<file path="src/rtl/serial_adder.sv">
// Bit-serial adder: one full_adder cell with a registered carry loop, LSB first,
// one bit per clock, with registered sum/carry-out/signed-overflow and a done pulse.

module full_adder (
    input  logic a,
    input  logic b,
    input  logic ci,
    output logic s,
    output logic co
);

    assign s  = a ^ b ^ ci;
    assign co = (a & b) | (a & ci) | (b & ci);

endmodule

module serial_adder #(
    parameter int WIDTH = 8
) (
    input  logic             clk,
    input  logic             rst_n,
    input  logic             start,
    input  logic [WIDTH-1:0] a,
    input  logic [WIDTH-1:0] b,
    input  logic             cin,
    output logic             busy,
    output logic             done,
    output logic [WIDTH-1:0] sum,
    output logic             cout,
    output logic             ovf
);

    localparam int CW = (WIDTH > 1) ? $clog2(WIDTH) : 1;
    localparam logic [CW-1:0] LAST_BIT = CW'(WIDTH - 1);

    typedef enum logic [1:0] {
        IDLE  = 2'd0,
        SHIFT = 2'd1,
        DONE  = 2'd2
    } state_t;

    state_t           state_r;
    logic [WIDTH-1:0] sa_r;
    logic [WIDTH-1:0] sb_r;
    logic [WIDTH-1:0] ss_r;
    logic [WIDTH-1:0] sum_r;
    logic [CW-1:0]    count_r;
    logic             carry_r;
    logic             busy_r;
    logic             done_r;
    logic             cout_r;
    logic             ovf_r;

    logic             fa_sum_s;
    logic             fa_co_s;
    logic [WIDTH-1:0] next_ss_s;
    logic             last_bit_s;

    full_adder u_fa (
        .a  (sa_r[0]),
        .b  (sb_r[0]),
        .ci (carry_r),
        .s  (fa_sum_s),
        .co (fa_co_s)
    );

    // Next partial sum: new bit enters at the MSB, earlier bits move toward the LSB.
    always_comb begin
        next_ss_s            = ss_r >> 1;
        next_ss_s[WIDTH-1]   = fa_sum_s;
        last_bit_s           = (count_r == LAST_BIT);
    end

    // Control FSM and datapath; on the MSB cycle carry_r is the carry into the MSB.
    always_ff @(posedge clk or negedge rst_n) begin
        if (!rst_n) begin
            state_r <= IDLE;
            sa_r    <= '0;
            sb_r    <= '0;
            ss_r    <= '0;
            sum_r   <= '0;
            count_r <= '0;
            carry_r <= 1'b0;
            busy_r  <= 1'b0;
            done_r  <= 1'b0;
            cout_r  <= 1'b0;
            ovf_r   <= 1'b0;
        end else begin
            done_r <= 1'b0;
            case (state_r)
                IDLE, DONE: begin
                    if (start) begin
                        sa_r    <= a;
                        sb_r    <= b;
                        carry_r <= cin;
                        ss_r    <= '0;
                        count_r <= '0;
                        busy_r  <= 1'b1;
                        state_r <= SHIFT;
                    end else begin
                        busy_r  <= 1'b0;
                        state_r <= IDLE;
                    end
                end
                SHIFT: begin
                    ss_r    <= next_ss_s;
                    sa_r    <= sa_r >> 1;
                    sb_r    <= sb_r >> 1;
                    carry_r <= fa_co_s;
                    if (last_bit_s) begin
                        sum_r   <= next_ss_s;
                        cout_r  <= fa_co_s;
                        ovf_r   <= carry_r ^ fa_co_s;
                        count_r <= '0;
                        busy_r  <= 1'b0;
                        done_r  <= 1'b1;
                        state_r <= DONE;
                    end else begin
                        count_r <= count_r + CW'(1);
                        state_r <= SHIFT;
                    end
                end
                default: begin
                    busy_r  <= 1'b0;
                    state_r <= IDLE;
                end
            endcase
        end
    end

    assign busy = busy_r;
    assign done = done_r;
    assign sum  = sum_r;
    assign cout = cout_r;
    assign ovf  = ovf_r;

endmodule
</file>
<file path="config.mk">
export PLATFORM = sky130hd
export DESIGN_NAME = serial_adder
export DESIGN_NICKNAME = d
export VERILOG_FILES = /design/src/rtl/serial_adder.sv
export SDC_FILE = /design/constraint.sdc
export NUM_CORES = 1
export LEC_CHECK = 0
export CORE_ASPECT_RATIO = 0.75
export CORE_MARGIN = 1
export CORE_UTILIZATION = 40
export DETAILED_ROUTE_END_ITERATION = 16
export GPL_TIMING_DRIVEN = 0
export PLACE_DENSITY = 0.68
export SLEW_MARGIN = 5
export SYNTH_ARGS = -nofsm -noshare
export SYNTH_HDL_FRONTEND = slang
export SYNTH_SLANG_ARGS = --single-unit
export TNS_END_PERCENT = 50
</file>
<file path="constraint.sdc">
create_clock -name clk -period 2.9 [get_ports clk]
set_input_delay 0.725 -clock clk [delete_from_list [all_inputs] [get_ports clk]]
set_output_delay 0.725 -clock clk [all_outputs]
set_load 0.1 [all_outputs]
</file>
==> results.toml <==
[critical_path]
max_stage_delay_ps = 1150
crit_buf_inv = 1
cp.arrival_ps = 1820
crit_type = "reg2out"
path_delay_family = "buffers and inverters"
path_max_fanout = 3
cpMaxStageDelayCell = "clkdlybuf4s50_1"
worst_ep_required_time_ps = 2170
end_kind = "primary output"
cp-start-kind = "flop"
crit_chain = "clkdlybuf4s50_1"

[cts]
htree_num_levels = 2
cts-resized-gates = 0
root_buffer = "clkbuf_8"
cts_tree = "yes"
cts_setup_buffers = 0
clkLatencyLatePin_ps = 290
cts_made_buffers = 5
cts_hold_buf = 0
cts_sinks = 40
cts.clk_slew.worst_paths_ps = 70
cts_buffer_depth = 2

[layout]
drive_gt1_share_pct = 16.7
fin_cells = 237
area_delta_synth_final_pct = 23.3
n_antenna_cell = 0
final_cell_mix = "mux2i_1 (47), dfrtp_1 (40), clkdlybuf4s50_1 (29)"
mostFrequentLayoutCell = "mux2i_1"
nets = 202

[drt]
drc = 0
avgRoutedWirePerCell_um = 15.6
viasPerCell = 5.34
via_count = 1265
ant_nets = 0
drt_iter0_drc = 71
wl_um = 3700
drt_first_pass_iters = 5

[global_route]
grt_overflow = 0
grt_first_pass_wirelength_um = 6500
grt_pass1_vias = 1331
grt_max_degree = 41
grt_antenna_before_repair = 0
grt_usage_pct = 16.1

[status]
status = "finished clean"

[yosys]
synth_area_per_cell_um2 = 13.9
synth_area_leaders = "dfrtp_1 (51%), mux2i_1 (24%), mux2_2 (5.7%)"
syn_area_um2 = 1970
yosysTopAreaCellShare_pct = 50.7
synth_seq_cells = 40
synthesis.nets = 165
ys_warn_count = 0
synth_largest_area_cell = "dfrtp_1"
synthDistinctLibCells = 20
seq_area_frac_synth_pct = 50.7
netlist_instances = 142

[power]
ir_worst_vdd_mv = 0.789
p_per_area_nw_per_um2 = 1150
leakage_nw = 1.14

[floorplanning]
start_util_pct = 42.9
die_h_um = 62.8
rows = 21
die_w_um = 83.1
coreArea_um2 = 4600
ios = 32
dieArea_um2 = 5220

[sta]
slew_headroom_pct = 34.9
hold_viol_final = 0
fmax_ghz = 0.393
whs_ps = 488
setup_tns_ps = 0
rsz0062_at_grt = "no"
setup_viol = 0
min_period_over_period_pct = 87.8
worst_pin_slew_ps = 973
skew_ps = 5.67
min_period_ps = 2550
final_max_slew_viol_count = 0

[place]
dp_hpwl_um = 2560
placed_cells = 229
port_buffers = 30
gp_congestion = 0.713

[hold_path]
worst_hold_path_type = "reg2reg"

[flow_run]
drv_cap = 0
==> state kept, by name, summed over array words and instances (netlist names), 3 cells and up <==
register / flops
count_r: 3
ss_r: 7
sum: 8
sa_r: 8
sb_r: 8
==> per-layer routing <==
layer,track usage (%),wire [um],vias to the layer above
met5,0,0,-
li1,-,-,597
met3,5.81,105,6
met2,25.6,1730,23
met1,20.7,1830,639
met4,4.53,43,0
==> kinds of logic after synthesis <==
group	after synthesis	share of synthesized area, %
flip-flops	40	50.7
adder cells (fa/ha/maj)	3	2.28
XOR/XNOR	1	0.444
multiplexers	66	34.7
AO/OA/AOI/OAI	14	5.58
AND/OR/NAND/NOR	7	2.28
buffers and inverters	11	3.99
==> cells in the mapped netlist <==
| library cell | n |
|---|---|
| buf_4 | 3 |
| nand2b_1 | 2 |
| buf_2 | 3 |
| nand3b_1 | 1 |
| mux2_1 | 9 |
| mux2_2 | 10 |
| a22o_1 | 9 |
| fa_1 | 1 |
| nand3_1 | 2 |
| xor2_1 | 1 |
| nor4b_1 | 1 |
| mux2i_1 | 47 |
| o31ai_1 | 1 |
| a31o_2 | 1 |
| inv_1 | 2 |
| nor2_2 | 1 |
| o21ai_0 | 3 |
| ha_1 | 2 |
| dfrtp_1 | 40 |
| buf_6 | 3 |
==> area by class of cell <==
class	instances	area, um^2
Fill cell	378	2170
Sequential cell	40	1000
Multi-Input combinational cell	91	893
Timing Repair Buffer	30	295
Clock buffer	6	82.6
Buffer	9	71.3
Tap cell	57	71.3
Clock inverter	2	10.0
Inverter	2	7.51
==> power breakdown <==
group	switching, W	internal, W	leakage (nW)
clock	0.000185	0.000190	0.0510
sequential	0.000194	0.000800	0.506
combinational	0.000882	0.000542	0.582
==> per-stage QoR <==
step                      utilization (%)  cell area, um^2  total power (W)  setup slack (ps)
after floorplan                         -             1970          0.00208              1060
after global placement               51.0             2340          0.00237               199
after detailed placement             50.9             2340          0.00243               656
after CTS                            52.9             2430          0.00282               337
after global routing                 52.9             2430          0.00296               286
final                                52.9             2430          0.00279               354
==> final timing paths <==
kind | start | endpoint | slack (ps) | cells after the start
max in group asynchronous | rst_n | count_r[1]$_DFFE_PN0P_ | 1770 | 1
worst max register to register | count_r[0]$_DFFE_PN0P_ | sum[0]$_DFFE_PN0P_ | 1170 | 5
worst min-delay path | sum[1]$_DFFE_PN0P_ | sum[1]$_DFFE_PN0P_ | 490 | 1
min in group asynchronous | rst_n | sb_r[1]$_DFFE_PN0P_ | 570 | 1
worst min register to register | sum[1]$_DFFE_PN0P_ | sum[1]$_DFFE_PN0P_ | 490 | 1
worst max-delay path | done$_DFF_PN0_ | done | 350 | 1
No activity file was read; power rests on OpenSTA's default activity.
